[config.mk]
export PLATFORM = sky130hd
export DESIGN_NAME = adder16
export DESIGN_NICKNAME = d
export VERILOG_FILES = /design/src/rtl/adder16.sv
export SDC_FILE = /design/constraint.sdc
export NUM_CORES = 1
export LEC_CHECK = 0
export BUFFER_PORTS_ARGS = -buffer_cell sky130_fd_sc_hd__buf_2
export CAP_MARGIN = 30
export CORE_MARGIN = 4
export CORE_UTILIZATION = 40
export CTS_BUF_LIST = sky130_fd_sc_hd__clkbuf_8
export CTS_CLUSTER_DIAMETER = 80
export DETAILED_ROUTE_END_ITERATION = 12
export PLACE_DENSITY = 0.82
export SETUP_SLACK_MARGIN = 0.4
export SYNTH_ARGS = -nofsm -noshare
export SYNTH_HDL_FRONTEND = slang
export SYNTH_SLANG_ARGS = --single-unit
[constraint.sdc]
create_clock -name clk -period 4.9 [get_ports clk]
set_clock_uncertainty 0.15 [all_clocks]
set_input_delay 1.225 -clock clk [delete_from_list [all_inputs] [get_ports clk]]
set_output_delay 1.225 -clock clk [all_outputs]
set_load 0.01 [all_outputs]
[src/rtl/adder16.sv]
// adder16: WIDTH-bit unsigned carry-lookahead adder with a registered copy.
//
// Combinational path: per-bit generate/propagate feed 4-bit lookahead groups;
// a second-level lookahead unit turns group G/P plus cin into group carry-ins,
// and each group expands its carry-in into per-bit carries locally.
//
// Registered path: out_q/carry_q capture on a rising clk edge while en=1.
// valid_q is a one-cycle flag: high for exactly the cycle following an edge
// where en=1 (no ready/backpressure; downstream must take it that cycle).
module adder16 #(
  parameter int WIDTH = 16
) (
  input  logic             clk,
  input  logic             rst,
  input  logic [WIDTH-1:0] a,
  input  logic [WIDTH-1:0] b,
  input  logic             cin,
  input  logic             en,
  output logic [WIDTH-1:0] out,
  output logic             carry,
  output logic [WIDTH-1:0] out_q,
  output logic             carry_q,
  output logic             valid_q
);

  localparam int NG = WIDTH / 4;

  logic [WIDTH-1:0] g;   // bit generate
  logic [WIDTH-1:0] p;   // bit propagate
  logic [WIDTH-1:0] c;   // carry into each bit
  logic [NG-1:0]    gg;  // group generate
  logic [NG-1:0]    gp;  // group propagate
  logic [NG:0]      gc;  // carry into each group; gc[NG] is the final carry

  assign g = a & b;
  assign p = a ^ b;

  // First level: group G/P and per-bit carries inside each 4-bit group.
  for (genvar k = 0; k < NG; k++) begin : g_grp
    logic [3:0] gl;
    logic [3:0] pl;
    assign gl = g[4*k +: 4];
    assign pl = p[4*k +: 4];

    assign gg[k] = gl[3]
                 | (pl[3] & gl[2])
                 | (pl[3] & pl[2] & gl[1])
                 | (pl[3] & pl[2] & pl[1] & gl[0]);
    assign gp[k] = &pl;

    assign c[4*k]   = gc[k];
    assign c[4*k+1] = gl[0] | (pl[0] & gc[k]);
    assign c[4*k+2] = gl[1] | (pl[1] & gl[0]) | (pl[1] & pl[0] & gc[k]);
    assign c[4*k+3] = gl[2] | (pl[2] & gl[1]) | (pl[2] & pl[1] & gl[0])
                    | (pl[2] & pl[1] & pl[0] & gc[k]);
  end

  // Second level: each group carry-in as a flat sum of products over group
  // G/P and cin, so no group waits on its neighbour's carry.
  always_comb begin
    gc    = '0;
    gc[0] = cin;
    for (int k = 0; k < NG; k++) begin
      logic term;
      logic acc;
      acc  = 1'b0;
      for (int j = 0; j <= k; j++) begin
        term = gg[j];
        for (int m = j + 1; m <= k; m++) term = term & gp[m];
        acc = acc | term;
      end
      term = cin;
      for (int m = 0; m <= k; m++) term = term & gp[m];
      gc[k+1] = acc | term;
    end
  end

  assign out   = p ^ c;
  assign carry = gc[NG];

  // Capture register: load on en, hold otherwise; valid_q tracks en one cycle late.
  always_ff @(posedge clk or posedge rst) begin
    if (rst) begin
      out_q   <= '0;
      carry_q <= 1'b0;
      valid_q <= 1'b0;
    end else begin
      valid_q <= en;
      if (en) begin
        out_q   <= out;
        carry_q <= carry;
      end
    end
  end

endmodule

==> impl_results.md <==
* Clk root buf: clkbuf_8
* Row count at 20
* Final Hold Vio Count at 0
* Die height at 66.0 microns
* TritonCTS Buffers at 3
* Status: finished clean
* DR WL/cell at 14.3 microns
* Simple-gate share of the synthesized area at 11.9%
* FILL cells at 270
* Dominant cell type by area after synthesis: dfrtp_1
* Iteration-0 DRC Markers at 28
* Share of layout cells above drive strength 1 at 54.7%
* Register area share after synthesis at 33.5%
* Fmax at 0.218 GHz
* Clock sink count at 18
* Startpoint Class: input pin
* Net Count, Synth at 188
* Final Cell Area at 2040 sq um
* Post-synthesis adder-cell area fraction at 20.8%
* HP Class: reg -> reg
* Initial antenna violation count at 0
* Ys Warns at 0
* TritonCTS clock tree: built
* IO Port Bufs at 70
* Final #Nets at 269
* I/O pin total at 71
* Largest net degree at the start of global routing at 22
* H-tree depth at 1
* Mapped Cells at 132
* Critical Path AT at 3210 ps
* Setup violations, final at 0
* Syn Area/Cell at 10.2 sq um
* Starting Density at 43.0%
* Via/cell ratio at 4.95
* Lkg Pwr at 0.998 nW
* CTS Buffer Depth at 2
* Worst relative slew slack at 55.0%
* Worst vdd ir at 0.271 mV
* Clock Latency Late Sink at 260 ps
* Placer congestion estimate at 0.777
* Router iterations before antenna repair at 4
* Post-synthesis cell type count at 31
* Post-synthesis xor/xnor area fraction at 8.36%
* Met2 wire len at 1860 microns
* Synth top area share at 33.5%
* CP endpoint kind: output pin
* Mux contribution to synthesized area at 10.2%
* Ant diodes at 0
* Post-DP Area at 1750 sq um
* Ys flop type: dfrtp_1
* Largest family of logic cells by synthesized area: adder cells
* Syn-to-layout area delta at 51.3%
* DR WL met3 at 259 microns
* Total power at 0.000612 W
* Die ar. at 4360 sq um
* Final WL at 3650 microns
* Slew Limit Fails at 0
* Asr flop ratio synth at 100%
* Worst Tran Pin Value at 674 ps
* Compound-Gate Fraction of Synth Area at 12.5%
* Final worst setup slack at 311 ps
* Critical path class: in -> out
* Total gr overflow at 0
* Unrepaired setup endpoints after global routing: true
* Top routing layer in use: met4
* Post-Synthesis Cell Area at 1350 sq um
* DRT met1 WL at 1450 microns
* Post-detail-place hpwl at 2740 microns
* DP Worst Slack at 60.7 ps
* Top post-synthesis cells by area: dfrtp_1 33%, ha_1 15%, mux2_2 8.4%, fa_1 5.9%, nor2_1 5.3%
* Core box area at 3130 sq um
* Synth Register Bits at 18
* Period Utilization, post-route at 93.7%
* Worst-path fanout max at 4
* Global-route wire length before repair at 5670 microns
* Drt drc at 0
* Max-Cap Viols at 0
* Vias in the first global route at 1308
* Post-route ant nets at 0
* Die Wd at 66.0 microns
* Clk slew on worst S/H paths at 70 ps
* Fin crit period at 4590 ps
* DR vias at 1266
* TNS Setup at 0 ps
* Post-synth EDFFs at 0
* PD cells at 301 nW/um^2
* Req. time, crit path at 3520 ps
* Total track usage at 16.8%
report_power, final:
part           total, W  switching, W  leakage (nW)  internal (W)
Sequential     0.000198     0.0000162         0.209      0.000182
Clock          0.000124     0.0000525        0.0288     0.0000716
Combinational  0.000290      0.000146         0.761      0.000144
Total          0.000612      0.000215         0.998      0.000398
routing by layer:
metal	vias to the layer above	GRT usage, %
met5	-	0
met4	0	6.09
met3	9	4.25
met2	51	30.8
met1	593	18.7
li1	613	-
metrics by stage:
stage | hold slack (ps) | util, % | std cells
2_1_floorplan | 390 | - | 132
3_3_place_gp | 333 | 56.0 | 244
3_5_place_dp | 340 | 56.0 | 244
4_1_cts | 355 | 62.7 | 253
5_1_grt | 374 | 65.1 | 256
6_report | 352 | 65.1 | 256
final timing paths:
path | from | to | slack [ps] | cells after the start
max reg2reg | out_q[14] | out_q[14] | 3960 | 2
min | out_q[5] | out_q[5] | 350 | 2
max | a[3] | out[8] | 310 | 10
min reg2reg | out_q[5] | out_q[5] | 350 | 2
min in group asynchronous | rst | out_q[9] | 900 | 2
max in group asynchronous | rst | out_q[3] | 3260 | 2
worst max-delay path: stages:
cell and delay, ps:
buf_6 100, ha_4 240, a21oi_2 120, nand2_1 80, or2_1 270, a31oi_2 210, o21bai_1 110, a21o_1 200
fa_2 550, buf_6 100
registers in the layout, indices dropped and copies added (netlist names):
signal and cells:
valid_q 1, carry_q 1, out_q 16
cell usage in the layout (no fill, tap or decap), types with 3 or more instances in the layout:
master    synthesis  final
inv_1             8      8
a21oi_1           8      6
xnor2_1           6      6
nand2_1           7      7
xor2_1            5      3
ha_1             16      9
buf_6             0      3
dfrtp_1          18     18
clkbuf_8          0      4
mux2_2           10     10
nor2_1           19     19
a21o_1            3      3
ha_4              0      7
nand3_1           4      4
buf_4             0      8
buf_2             0     67
Yosys cell counts (all sizes together), types with 2 or more instances:
master,instances
nor2,19
nor2b,2
a21oi,8
a31oi,3
a21o,3
fa,4
clkbuf,2
dfrtp,18
nand2,7
o21ai,3
mux2,11
inv,8
xor2,5
nand3,4
ha,16
xnor2,7
cell families after synthesis:
group,after synthesis
buf+inv,10
mux,12
simple gates,36
fa+ha+maj,20
xor+xnor,12
flops,18
compound gates,24
repair_timing:
item	in CTS	in global routing
hold buffers	0	0
gates resized for setup	17	6
pin swaps	12	11
setup endpoints to repair	5	6
setup buffers	5	3
area by class of cell:
type	instances	area [sq um]	share of cell area [%]
Sequential cell	18	450	22.1
Clock buffer	4	55.1	2.70
Timing Repair Buffer	78	429	21.1
Tap cell	44	55.1	2.70
Inverter	8	30.0	1.47
Multi-Input combinational cell	104	1020	49.9
Note: power is estimated with default switching activity, not from simulation.
